`src/rtl/ame_num_div_if.sv`:
```
// ============================================================================
// Module   : ame_num_div_if
// Brief    : Init/done handshake and data bundle for the AME dual-lane divider.
// Revision : 1.0 - initial release
// ============================================================================
`default_nettype none

interface ame_num_div_if #(
    parameter int COMP_DATA_BITS = 64,
    parameter int COMP_QUO_BITS  = 32
);
    logic                                    comp_init_i;
    logic                                    comp_busy_o;
    logic                                    comp_done_o;
    logic [$clog2(COMP_DATA_BITS)-1:0]       comp_shift_i;
    logic [$clog2(COMP_DATA_BITS)-1:0]       comp_shift_o;
    logic [3:0][COMP_DATA_BITS-1:0]          comp_data_i;
    logic [1:0][COMP_QUO_BITS-1:0]           comp_quo_o;
    logic [1:0]                              comp_dz_o;
    logic [1:0]                              comp_ovf_o;

    modport master (
        output comp_init_i, comp_shift_i, comp_data_i,
        input  comp_busy_o, comp_done_o, comp_shift_o, comp_quo_o, comp_dz_o, comp_ovf_o
    );

    modport slave (
        input  comp_init_i, comp_shift_i, comp_data_i,
        output comp_busy_o, comp_done_o, comp_shift_o, comp_quo_o, comp_dz_o, comp_ovf_o
    );
endinterface

`default_nettype wire

```
`src/rtl/ame_num_div.sv`:
```
// ============================================================================
// Module   : ame_num_div
// Brief    : Dual-lane restoring signed fixed-point divider (M/D, L/C), fixed
//            latency N+2, saturating output. Define AME_NUM_DIV_ROUND_EN for
//            round-half-away-from-zero instead of truncation.
// Revision : 1.0 - initial release
// ============================================================================
`default_nettype none

module ame_num_div #(
    parameter int COMP_DATA_BITS = 64,
    parameter int COMP_FRAC_BITS = 16,
    parameter int COMP_QUO_BITS  = 32
) (
    input  wire logic        clk_i,
    input  wire logic        rst_i,
    ame_num_div_if.slave     bus
);
    localparam int c_n     = COMP_DATA_BITS + COMP_FRAC_BITS;
    localparam int c_cnt_w = $clog2(c_n);
    localparam int c_sh_w  = $clog2(COMP_DATA_BITS);
    localparam int c_dw    = COMP_DATA_BITS;
    localparam int c_qw    = COMP_QUO_BITS;

    localparam logic [c_n:0]    c_neg_lim = (c_n+1)'(1) << (c_qw - 1);
    localparam logic [c_n:0]    c_pos_lim = c_neg_lim - (c_n+1)'(1);
    localparam logic [c_qw-1:0] c_q_max   = {1'b0, {(c_qw-1){1'b1}}};
    localparam logic [c_qw-1:0] c_q_min   = {1'b1, {(c_qw-1){1'b0}}};

    typedef enum logic [1:0] {
        S_IDLE = 2'd0,
        S_LOAD = 2'd1,
        S_CALC = 2'd2,
        S_FIX  = 2'd3
    } state_t;

    state_t r_state;
    state_t w_state_nxt;

    logic [1:0][c_dw-1:0]   r_num;
    logic [1:0][c_dw-1:0]   r_den;
    logic [1:0][c_dw-1:0]   r_dmag;
    logic [1:0][c_n-1:0]    r_dvd;
    logic [1:0][c_dw:0]     r_rem;
    logic [1:0]             r_sign;
    logic [1:0]             r_dz;
    logic [c_cnt_w-1:0]     r_cnt;
    logic [c_sh_w-1:0]      r_shift_cap;

    logic [1:0][c_qw-1:0]   r_quo;
    logic [1:0]             r_dz_o;
    logic [1:0]             r_ovf_o;
    logic [c_sh_w-1:0]      r_shift_o;
    logic                   r_done;

    logic [1:0][c_dw-1:0]   w_num_mag;
    logic [1:0][c_dw-1:0]   w_den_mag;
    logic [1:0][c_dw+1:0]   w_trial;
    logic [1:0]             w_ge;
    logic [1:0][c_dw:0]     w_rem_nxt;
    logic [1:0][c_n:0]      w_q_mag;
    logic [1:0][c_qw-1:0]   w_q_lo;
    logic [1:0]             w_ovf;
    logic [1:0][c_qw-1:0]   w_quo;

    // Per-lane datapath: lane 1 = M/D (words 3,2), lane 0 = L/C (words 1,0).
    always_comb begin
        for (int l = 0; l < 2; l++) begin
            w_num_mag[l] = r_num[l][c_dw-1] ? -r_num[l] : r_num[l];
            w_den_mag[l] = r_den[l][c_dw-1] ? -r_den[l] : r_den[l];
            w_trial[l]   = {r_rem[l], r_dvd[l][c_n-1]};
            w_ge[l]      = (w_trial[l] >= {2'b00, r_dmag[l]});
            w_rem_nxt[l] = w_ge[l] ? (w_trial[l][c_dw:0] - {1'b0, r_dmag[l]})
                                   : w_trial[l][c_dw:0];
            w_q_mag[l]   = {1'b0, r_dvd[l]};
`ifdef AME_NUM_DIV_ROUND_EN
            if ({r_rem[l], 1'b0} >= {2'b00, r_dmag[l]})
                w_q_mag[l] = w_q_mag[l] + (c_n+1)'(1);
`endif
            w_q_lo[l] = w_q_mag[l][c_qw-1:0];
            w_ovf[l]  = r_sign[l] ? (w_q_mag[l] > c_neg_lim) : (w_q_mag[l] > c_pos_lim);
            if (r_dz[l]) begin
                if (r_num[l] == '0)
                    w_quo[l] = '0;
                else
                    w_quo[l] = r_num[l][c_dw-1] ? c_q_min : c_q_max;
            end else if (w_ovf[l]) begin
                w_quo[l] = r_sign[l] ? c_q_min : c_q_max;
            end else begin
                w_quo[l] = r_sign[l] ? -w_q_lo[l] : w_q_lo[l];
            end
        end
    end

    always_comb begin
        w_state_nxt = r_state;
        case (r_state)
            S_IDLE:  if (bus.comp_init_i) w_state_nxt = S_LOAD;
            S_LOAD:  w_state_nxt = S_CALC;
            S_CALC:  if (r_cnt == '0) w_state_nxt = S_FIX;
            S_FIX:   w_state_nxt = S_IDLE;
            default: w_state_nxt = S_IDLE;
        endcase
    end

    always_ff @(posedge clk_i) begin
        if (rst_i) r_state <= S_IDLE;
        else       r_state <= w_state_nxt;
    end

    always_ff @(posedge clk_i) begin
        if (rst_i) begin
            r_num       <= '0;
            r_den       <= '0;
            r_dmag      <= '0;
            r_dvd       <= '0;
            r_rem       <= '0;
            r_sign      <= '0;
            r_dz        <= '0;
            r_cnt       <= '0;
            r_shift_cap <= '0;
            r_quo       <= '0;
            r_dz_o      <= '0;
            r_ovf_o     <= '0;
            r_shift_o   <= '0;
            r_done      <= 1'b0;
        end else begin
            r_done <= 1'b0;
            case (r_state)
                S_IDLE: begin
                    if (bus.comp_init_i) begin
                        r_num[1]    <= bus.comp_data_i[3];
                        r_den[1]    <= bus.comp_data_i[2];
                        r_num[0]    <= bus.comp_data_i[1];
                        r_den[0]    <= bus.comp_data_i[0];
                        r_shift_cap <= bus.comp_shift_i;
                    end
                end
                S_LOAD: begin
                    for (int l = 0; l < 2; l++) begin
                        r_sign[l] <= r_num[l][c_dw-1] ^ r_den[l][c_dw-1];
                        r_dz[l]   <= (r_den[l] == '0);
                        r_dmag[l] <= w_den_mag[l];
                        r_dvd[l]  <= c_n'(w_num_mag[l]) << COMP_FRAC_BITS;
                        r_rem[l]  <= '0;
                    end
                    r_cnt <= c_cnt_w'(c_n - 1);
                end
                S_CALC: begin
                    // Quotient bits shift into the dividend register as it empties.
                    for (int l = 0; l < 2; l++) begin
                        r_dvd[l] <= {r_dvd[l][c_n-2:0], w_ge[l]};
                        r_rem[l] <= w_rem_nxt[l];
                    end
                    r_cnt <= r_cnt - c_cnt_w'(1);
                end
                S_FIX: begin
                    r_quo     <= w_quo;
                    r_dz_o    <= r_dz;
                    r_ovf_o   <= ~r_dz & w_ovf;
                    r_shift_o <= r_shift_cap;
                    r_done    <= 1'b1;
                end
                default: ;
            endcase
        end
    end

    assign bus.comp_busy_o  = (r_state != S_IDLE);
    assign bus.comp_done_o  = r_done;
    assign bus.comp_quo_o   = r_quo;
    assign bus.comp_dz_o    = r_dz_o;
    assign bus.comp_ovf_o   = r_ovf_o;
    assign bus.comp_shift_o = r_shift_o;

endmodule

`default_nettype wire

```
`src/flat_wrapper.sv`:
```
// flat-port wrapper written by rule: the top's interface ports become plain ports
module ame_num_div_flat 
#(
    parameter int COMP_DATA_BITS = 64,
    parameter int COMP_FRAC_BITS = 16,
    parameter int COMP_QUO_BITS  = 32
)
  (clk_i, rst_i, bus_comp_init_i, bus_comp_shift_i, bus_comp_data_i, bus_comp_busy_o, bus_comp_done_o, bus_comp_shift_o, bus_comp_quo_o, bus_comp_dz_o, bus_comp_ovf_o);
  ame_num_div_if #(.COMP_DATA_BITS(COMP_DATA_BITS), .COMP_QUO_BITS(COMP_QUO_BITS)) bus_i ();
  input  wire logic clk_i;
  input  wire logic rst_i;
  input wire logic [$bits(bus_i.comp_init_i)-1:0] bus_comp_init_i;
  input wire logic [$bits(bus_i.comp_shift_i)-1:0] bus_comp_shift_i;
  input wire logic [$bits(bus_i.comp_data_i)-1:0] bus_comp_data_i;
  output wire logic [$bits(bus_i.comp_busy_o)-1:0] bus_comp_busy_o;
  output wire logic [$bits(bus_i.comp_done_o)-1:0] bus_comp_done_o;
  output wire logic [$bits(bus_i.comp_shift_o)-1:0] bus_comp_shift_o;
  output wire logic [$bits(bus_i.comp_quo_o)-1:0] bus_comp_quo_o;
  output wire logic [$bits(bus_i.comp_dz_o)-1:0] bus_comp_dz_o;
  output wire logic [$bits(bus_i.comp_ovf_o)-1:0] bus_comp_ovf_o;
  assign bus_i.comp_init_i = bus_comp_init_i;
  assign bus_i.comp_shift_i = bus_comp_shift_i;
  assign bus_i.comp_data_i = bus_comp_data_i;
  assign bus_comp_busy_o = bus_i.comp_busy_o;
  assign bus_comp_done_o = bus_i.comp_done_o;
  assign bus_comp_shift_o = bus_i.comp_shift_o;
  assign bus_comp_quo_o = bus_i.comp_quo_o;
  assign bus_comp_dz_o = bus_i.comp_dz_o;
  assign bus_comp_ovf_o = bus_i.comp_ovf_o;
  ame_num_div #(.COMP_DATA_BITS(COMP_DATA_BITS), .COMP_FRAC_BITS(COMP_FRAC_BITS), .COMP_QUO_BITS(COMP_QUO_BITS)) u_core (.clk_i(clk_i), .rst_i(rst_i), .bus(bus_i));
endmodule
```
`config.mk`:
```
export PLATFORM = sky130hd
export DESIGN_NAME = ame_num_div_flat
export DESIGN_NICKNAME = d
export VERILOG_FILES = /design/src/rtl/ame_num_div_if.sv /design/src/rtl/ame_num_div.sv /design/src/flat_wrapper.sv
export SDC_FILE = /design/constraint.sdc
export NUM_CORES = 2
export LEC_CHECK = 0
export BUFFER_PORTS_ARGS = -buffer_cell sky130_fd_sc_hd__buf_2
export CAP_MARGIN = 10
export CORE_ASPECT_RATIO = 1.25
export CORE_MARGIN = 3
export CORE_UTILIZATION = 40
export DETAILED_ROUTE_END_ITERATION = 8
export GPL_ROUTABILITY_DRIVEN = 0
export PLACE_DENSITY_LB_ADDON = 0.3
export SLEW_MARGIN = 5
export SYNTH_ARGS = -nofsm -noshare
export SYNTH_HDL_FRONTEND = slang
export SYNTH_SLANG_ARGS = --single-unit
```
`constraint.sdc`:
```
create_clock -name clk_i -period 4.6 [get_ports clk_i]
set_input_delay 0.23 -clock clk_i [delete_from_list [all_inputs] [get_ports clk_i]]
set_output_delay 0.23 -clock clk_i [all_outputs]
set_load 0.03 [all_outputs]
```
==> flow_summary.yaml <==
run_status:
  status: "completed"
placed_design:
  dpl.cell_count: 7240
  hpwl_um: 93460
  placed_area_um2: 46590
  portBuffers: 340
timing:
  fin_crit_sh_pct: 85.13
  fin_crit_ns: 3.916
  fmax_mhz: 255.4
  worst_slew_pin_slew_ns: 1.163
  skew_ns: 0.03046
  tns_ns: 0
  max_slew_margin_pct: 22.47
  grt_setup_unrepaired: "false"
  finalHoldViolCount: 0
  drv_slew: 0
  setup_violations: 0
synthesis:
  synth_ff_type: "dfxtp_1"
  synthTopCellsByArea: "dfxtp_1, nand2_1, a21oi_1"
  synthCells: 5809
  synth.net_count: 6217
  yosysUniqueCellTypes: 88
  synth_largest_area_cell: "dfxtp_1"
  yosys-top-cells-count: "nand2_1, dfxtp_1, a21oi_1"
  syn_area_um2: 43970
  ys_seq_elements: 768
  ys_warn_count: 0
  synth_most_common_cell: "nand2_1"
  synth_top_area_share_pct: 34.97
  synth-edff-count: 0
  synthArstFlopShare_pct: 0
  ys_seq_area_share_pct: 34.97
  synth.avg_cell_area_um2: 7.569
cts:
  insertion_delay_ns: 0.68
  clockBufferDepth: 3
  h-tree-depth: 3
  cts_setup_buffers: 0
  post_cts_resized: 0
  cts.clk_slew.worst_paths_ns: 0.06
  postCtsHoldBufs: 263
  cts-root-buf: "clkbuf_16"
  tritoncts: "done"
  clkSinkCount: 768
  cts_made_buffers: 84
cells_and_area:
  nNetsFinal: 6559
  multi_input_area_um2: 26360
  diodes: 0
  n_fill_cell: 10578
  drive_above_1_share_pct: 9.747
  final_cell_area_um2: 52170
  final_cells: 7655
  syn_to_final_growth_pct: 18.65
  seqCellArea_um2: 15380
critical_path:
  path_cells: "or4_1, nor4_1, nand4_1, buf_4, or3_1, or3_1, nor2b_1, o31a_1, buf_4, a21o_1, nor3_1"
  criticalPathCategory: "reg2reg"
  path_depth: 11
  crit_buf_inv: 2
  startpoint_type: "flop"
  end_kind: "flop"
  ff2ff_path_depth: 11
  cp_slowest_cell: "or4_1"
  critPathRequiredTime_ns: 5.14
  crit_arrival_ns: 4.45
  cp_top_family: "simple AND/OR/NAND/NOR gates"
  cp_max_fo: 18
  cpPeakStageDelay_ns: 0.61
routing:
  drt_iter0_markers: 3040
  wl_um: 133800
  first_pass_iters: 7
  drt_drc_violations_left: 0
  dr_total_vias: 42109
  via_per_inst: 5.501
  drt-wirelength-per-cell_um: 17.48
  ant_nets: 0
floorplan:
  rows: 135
  die_x_um: 302.6
  ios: 341
  initial_core_util_pct: 40.42
  die_area_um2: 114000
  dieHeight_um: 376.7
  fp.coreArea_um2: 108800
flow_run:
  maxCapViolCount: 0
power:
  internal_power_uw: 16940
  swShare_pct: 41.60
  switchingPower_uw: 12070
  seqPwrFrac_pct: 31.0
  p_leak_uw: 0.02084
  vdd_drop_max_mv: 0.3441
  combPwrFrac_pct: 44.1
  clockPowerShare_pct: 24.9
  p_per_area_nw_per_um2: 556.2
global_routing:
  overflow: 0
  grt_use_total_pct: 22.65
  grt_pass1_wl_um: 212300
  grt_pass1_vias: 39941
  grt_max_degree: 186
  antenna_found_initial: 4
min_path:
  hp-class: "in2reg"
  whs_path_depth: 2
## worst reg2reg max path, stage by stage, from the launching register on
cell,delay (ns)
dfxtp_1,0.36
or4_1,0.61
nor4_1,0.37
nand4_1,0.15
buf_4,0.21
or3_1,0.45
or3_1,0.43
nor2b_1,0.30
o31a_1,0.17
buf_4,0.22
a21o_1,0.40
nor3_1,0.12
## through the flow
| step | utilization (%) | setup slack, ns | hold slack [ns] | total power [µW] |
|---|---|---|---|---|
| global placement | 42.83 | 0.7923 | 0.4439 | 21480 |
| floorplan | - | 1.199 | 0.3660 | 18360 |
| detailed placement | 42.83 | 0.7182 | 0.4491 | 21620 |
| global route | 47.96 | 0.4463 | 0.03552 | 31040 |
| CTS | 47.96 | 0.7027 | 0.003961 | 29160 |
| finish | 47.96 | 0.6842 | 0.005892 | 29010 |
## per-layer routing
metal	part of all wire, %	GRT usage [%]	vias to the layer above
li1	-	-	21078
met1	44	29.21	19708
met2	47	38.08	1066
met3	5.0	3.246	257
met4	3.6	8.765	0
met5	0	0	-
## worst paths after layout
kind | start | to | slack (ns)
hold / removal | rst_i | u_core.r_dmag[50]$_SDFFE_PP0N_ | 0.006
setup reg to reg | u_core.r_num[10]$_SDFFE_PP0P_ | u_core.bus.comp_quo_o[25]$_SDFFE_PP0P_ | 0.68
hold reg to reg | u_core.r_den[6]$_SDFFE_PP0P_ | u_core.r_den[6]$_SDFFE_PP0P_ | 0.46
setup / recovery | u_core.r_num[10]$_SDFFE_PP0P_ | u_core.bus.comp_quo_o[25]$_SDFFE_PP0P_ | 0.68
## logic make-up (layout without fill, tap and decap cells)
kind of cell / Yosys count / count (layout) / synth area share, %
adders and majority gates: 143 / 143 / 4.103
AOI/OAI and AO/OA: 1575 / 1575 / 22.14
buffers and inverters: 609 / 1017 / 5.290
muxes: 127 / 127 / 2.891
and+or+nand+nor: 2178 / 2178 / 22.47
DFF: 768 / 768 / 34.97
xor gates and xnor gates: 409 / 409 / 8.147
## registers in the layout (all words and copies together), names as in the netlist, 6 cells and up
register and count:
u_core.r_dvd 160, u_core.r_rem 130, u_core.r_den 128, u_core.r_dmag 128, u_core.r_num 128, u_core.bus.comp_quo_o 64, u_core.r_cnt 7, u_core.bus.comp_shift_o 6
u_core.r_shift_cap 6
## power groups by stage
stage	logic (µW)	registers (µW)	clock network, µW
2_1_floorplan	9480	8870	0
3_3_place_gp	12400	9060	0
3_5_place_dp	12500	9100	0
4_1_cts	12800	8970	7430
5_1_grt	14200	9150	7660
6_report	12800	8980	7240
## layout by cell type, fill, tap and decap left out, types with 54 or more instances in the layout
cell type      instances
nand2_1              941
dfxtp_1              763
a21oi_1              550
nor2_1               501
o21ai_0              349
buf_2                339
xor2_1               275
dlygate4sd3_1        263
nand3_1              215
inv_1                204
a211oi_1             151
ha_1                 137
xnor2_1              134
mux2i_1              127
o31ai_1               90
clkbuf_16             87
nand2b_1              78
nor3_1                76
nand4_1               73
a21o_1                68
or3_1                 56
nor4_1                54
## cell type report
cell class | instances | area share (%)
clock inverter | 44 | 1.113
clock buffer | 108 | 4.535
inverter | 205 | 1.475
sequential | 768 | 29.48
timing repair buffer | 660 | 9.411
tap | 1438 | 3.449
multi-input combinational | 4432 | 50.53
Power figures use the tool's default switching activity.
